### config.mk
export PLATFORM = sky130hd
export DESIGN_NAME = arm_pc_imm_unit
export DESIGN_NICKNAME = d
export VERILOG_FILES = /design/src/rtl/arm_pc_imm_unit.sv
export SDC_FILE = /design/constraint.sdc
export NUM_CORES = 1
export LEC_CHECK = 0
export ABC_CLOCK_PERIOD_IN_PS = 4100
export CAP_MARGIN = 20
export CORE_MARGIN = 1.5
export CORE_UTILIZATION = 37
export CTS_BUF_LIST = sky130_fd_sc_hd__clkbuf_4 sky130_fd_sc_hd__clkbuf_8 sky130_fd_sc_hd__clkbuf_16
export CTS_CLUSTER_SIZE = 12
export DETAILED_ROUTE_END_ITERATION = 6
export PLACE_DENSITY_LB_ADDON = 0.12
export SLEW_MARGIN = 0
export SYNTH_ARGS = -nofsm -noshare
export SYNTH_HDL_FRONTEND = slang
export SYNTH_SLANG_ARGS = --single-unit
### constraint.sdc
create_clock -name clk -period 4.1 [get_ports clk]
set_clock_uncertainty 0.15 [all_clocks]
set_input_delay 0.41 -clock clk [delete_from_list [all_inputs] [get_ports clk]]
set_output_delay 0.41 -clock clk [all_outputs]
set_load 0.01 [all_outputs]
### src/rtl/arm_pc_imm_unit.sv
// PC register, PC+4 / PC+8 adders and immediate extender for the single-cycle ARMv4 datapath.
// The PC updates on every rising edge; the adders and the extender are purely combinational.
module arm_pc_imm_unit #(
   parameter int unsigned      WIDTH    = 32,
   parameter logic [WIDTH-1:0] RESET_PC = '0
) (
   input  logic             clk,
   input  logic             reset,
   input  logic             PCSrc,
   input  logic [WIDTH-1:0] Result,
   input  logic [1:0]       ImmSrc,
   input  logic [23:0]      Imm24,
   output logic [WIDTH-1:0] PC_out,
   output logic [WIDTH-1:0] PCPLUS4,
   output logic [WIDTH-1:0] PCPLUS8,
   output logic [WIDTH-1:0] ExtImm
);

   localparam logic [WIDTH-1:0] Four = WIDTH'(4);

   // Power-up value matches the reset value so the PC is defined before the first edge.
   logic [WIDTH-1:0] pc_q = RESET_PC;
   logic [WIDTH-1:0] pc_d;

   logic [WIDTH-1:0] pc_plus4;
   logic [WIDTH-1:0] pc_plus8;

   // Adders wrap modulo 2^WIDTH; the carry out is deliberately discarded.
   always_comb begin
      pc_plus4 = pc_q + Four;
      pc_plus8 = pc_plus4 + Four;
   end

   // Result is loaded unmodified, including unaligned values.
   always_comb begin
      pc_d = pc_plus4;
      if (PCSrc) begin
         pc_d = Result;
      end
   end

   always_ff @(posedge clk) begin
      if (reset) begin
         pc_q <= RESET_PC;
      end else begin
         pc_q <= pc_d;
      end
   end

   logic signed [25:0] branch_off;

   always_comb begin
      branch_off = $signed({Imm24, 2'b00});
      ExtImm     = '0;
      unique case (ImmSrc)
         2'b00:   ExtImm = WIDTH'(Imm24[7:0]);
         2'b01:   ExtImm = WIDTH'(Imm24[11:0]);
         2'b10:   ExtImm = WIDTH'(branch_off);
         default: ExtImm = '0;
      endcase
   end

   assign PC_out  = pc_q;
   assign PCPLUS4 = pc_plus4;
   assign PCPLUS8 = pc_plus8;

endmodule

==> run metrics <==
status=finished, final reports clean; Design Area, Final=4969 sq um; PD cells=roughly 210 nW/um^2; leakage power total=approximately 2.0 nW; Row Count=31; Pre-Repair DR Iteration Count=6; first-pass GRT wire length=15650 um; Worst Path Arrival=3350 ps; fin crit share=~95%; hold wc startpoint=PC_out[0]; CP Max Fanout=10; hold depth=2; Clock transition at path regs=about 70 ps; Max-Cap Viols=0; synthesized area per cell=roughly 7.3 sq um; initial antenna violation count=0; total core area=between 7000 and 8000 sq um; worst hold path endpoint=PC_out[0]; ANT cells=0; per-cell routed wire length=15.09 um; DR vias=between 3000 and 4000; Pwr Total=1.058 mW; Area Growth Syn to Fin=76.49%; ys async rst share=0%; Worst Path Class, Setup=flip-flop to output pin; worst skew pair latency=290 ps; initial DRC count=roughly 160; CP max-delay cell=or4_4; Register-to-Register Path Depth=7; Place WS=83.43 ps; max reg flops=32; Slew @ Worst Pin=around 1000 ps; post-synthesis cell type count=between 40 and 50; register area share after synthesis=around 23%; #FFs+latches synth=32; Post-DP HPWL=roughly 8100 um; routed wire length=between 10000 and 15000 um; Final Critical Period=approximately 4000 ps; post-layout net count=between 600 and 700; CP dominant cell by count=buf_4; Mapped Cells=385; endpoint of the worst register-to-register path=PC_out[29]; worst hold slack=around 400 ps; commonest non-fill, non-tap cell in the layout=clkdlybuf4s50_1; Achievable Freq=around 260 MHz; vias in the first global route=slightly above 3000; crit start category=flip-flop; CTS Hold Buffers Added=0; die extent in x=between 90 and 100 um; port buffer count=between 150 and 200; final worst slack=185.5 ps; Final Hold Viols=0; initial core utilization=between 30% and 40%; CTS tree=done; warning count from the yosys run=0; Crit. End Element=output pin; Post-Syn Area=roughly 2800 sq um; Inserted Clock Buffers=5; setup TNS=0 ps; H-tree Lvls=2; Root Buffer=clkbuf_8; Clock Tree Buf Depth=2; critical path, cell by cell=nand3_1, or4_4, nor2_1, xnor2_2, nor4_4, buf_4, buf_4, a21oi_1, a31oi_1, clkdlybuf4s50_1; RSZ-0062 raised after global routing=true; Primary FF master, synth=dfxtp_1; R2R Setup Slk=~1600 ps; Cells after DPL=658; EDFF count, synth=0; max incr delay on CP=650 ps; clock sinks=32; Cell Area, Placed=4767 sq um; Die Ht=90.23 um; Placer Congestion=between 0.8 and 0.9; Post-DRT Antenna Nets=0; DR DRC count=0; Slew headroom=between 30 and 40%; largest net degree at the start of global routing=50; Reg-to-Reg Start=PC_out[7]; Layout Utilization=68.14%; Finished Layout Cells=670; hold crit path type=flip-flop to flip-flop; grt ovf=0; Slew Limit Fails=0; Setup violations, final=0; I/O pin count=~190; crit path launch=PC_out[7]; number of vias per cell=roughly 5.1; most frequent cells in the layout=clkdlybuf4s50_1, nor2_1, xnor2_1; Worst VDD drop=0.1513 mV; Crit path required time=3540 ps; layout cells sized above 1=under 10%; Mapped Nets=449; Overall Global Routing Usage=a little under a quarter; die area=just over 8000 sq um
## cell usage after synthesis, types with 2 or more instances
master,count,area [sq um]
nand2b_1,3,18.77
nor4_2,4,50.05
buf_4,12,90.09
nand4_1,14,87.58
clkbuf_1,7,26.28
a21boi_0,2,15.01
or4_1,2,15.01
nand3_1,18,90.09
nor2_1,64,240.2
xor2_2,2,32.53
mux2i_1,15,150.1
xor2_1,12,105.1
buf_2,6,30.03
a22o_1,4,35.03
dfxtp_1,32,640.6
o22ai_1,2,12.51
a21oi_1,21,105.1
ha_1,3,37.54
nand2_1,20,75.07
nor3b_1,2,15.01
a32oi_1,2,17.52
and2_1,15,93.84
and3_1,8,50.05
a31oi_1,2,12.51
buf_1,5,18.77
nor2b_1,5,31.28
o21ai_0,9,45.04
nor3_1,11,55.05
or3_1,2,12.51
xnor2_1,33,289.0
nor4_1,2,12.51
o21a_1,3,22.52
inv_1,28,105.1
## cell type report
class,count,area (sq um)
clock buffer,5,68.82
fill,645,2323
clock inverter,3,42.54
sequential,32,641.9
tap,99,123.9
multi-input combinational,294,1952
timing repair buffer,209,2034
inverter,28,105.1
## how the worst max path moves through the flow
stage / end / slack, ps / cells after the start
finish: PCPLUS8[22] / 190 / 10
global route: PCPLUS8[31] / -10 / 9
CTS: PCPLUS8[31] / 40 / 9
detailed placement: PCPLUS8[31] / 80 / 9
global placement: PCPLUS8[31] / 220 / 9
floorplan: PCPLUS8[29] / 780 / 9
## kinds of logic after synthesis
| family | after synthesis | synth area share (%) |
|---|---|---|
| buf+inv | 59 | 10.00 |
| fa+ha+maj | 3 | 1.333 |
| flops | 32 | 22.76 |
| compound gates | 50 | 10.93 |
| xor+xnor | 48 | 15.73 |
| simple gates | 177 | 33.51 |
| mux | 16 | 5.733 |
## routing by layer
layer	track usage, %	wire length (um)	share of wire (%)	vias up
li1	-	-	-	1663
met1	25.08	3951	39	1559
met4	6.878	189	1.9	0
met3	5.922	814	8.1	13
met2	44.38	5152	51	155
met5	0	0	0	-
## repair_timing
item                       in CTS  in global routing
resized for setup               3                 10
buffers inserted                2                  2
pin swaps                       1                  2
setup endpoints to repair      10                 14
## critical path, delay by kind of cell (launching register included)
kind | cells | cell delay [ps]
buffers and inverters | 3 | 890
flip-flops | 1 | 480
AND/OR/NAND/NOR | 4 | 1370
AO/OA/AOI/OAI | 2 | 200
XOR/XNOR | 1 | 130
## report_power, final
part / leakage, nW / total [mW] / switching, mW / internal (mW)
clock: 0.0541 / 0.311 / 0.131 / 0.180
combinational: 1.64 / 0.390 / 0.163 / 0.228
sequential: 0.265 / 0.356 / 0.0269 / 0.329
Power figures use the tool's default switching activity.
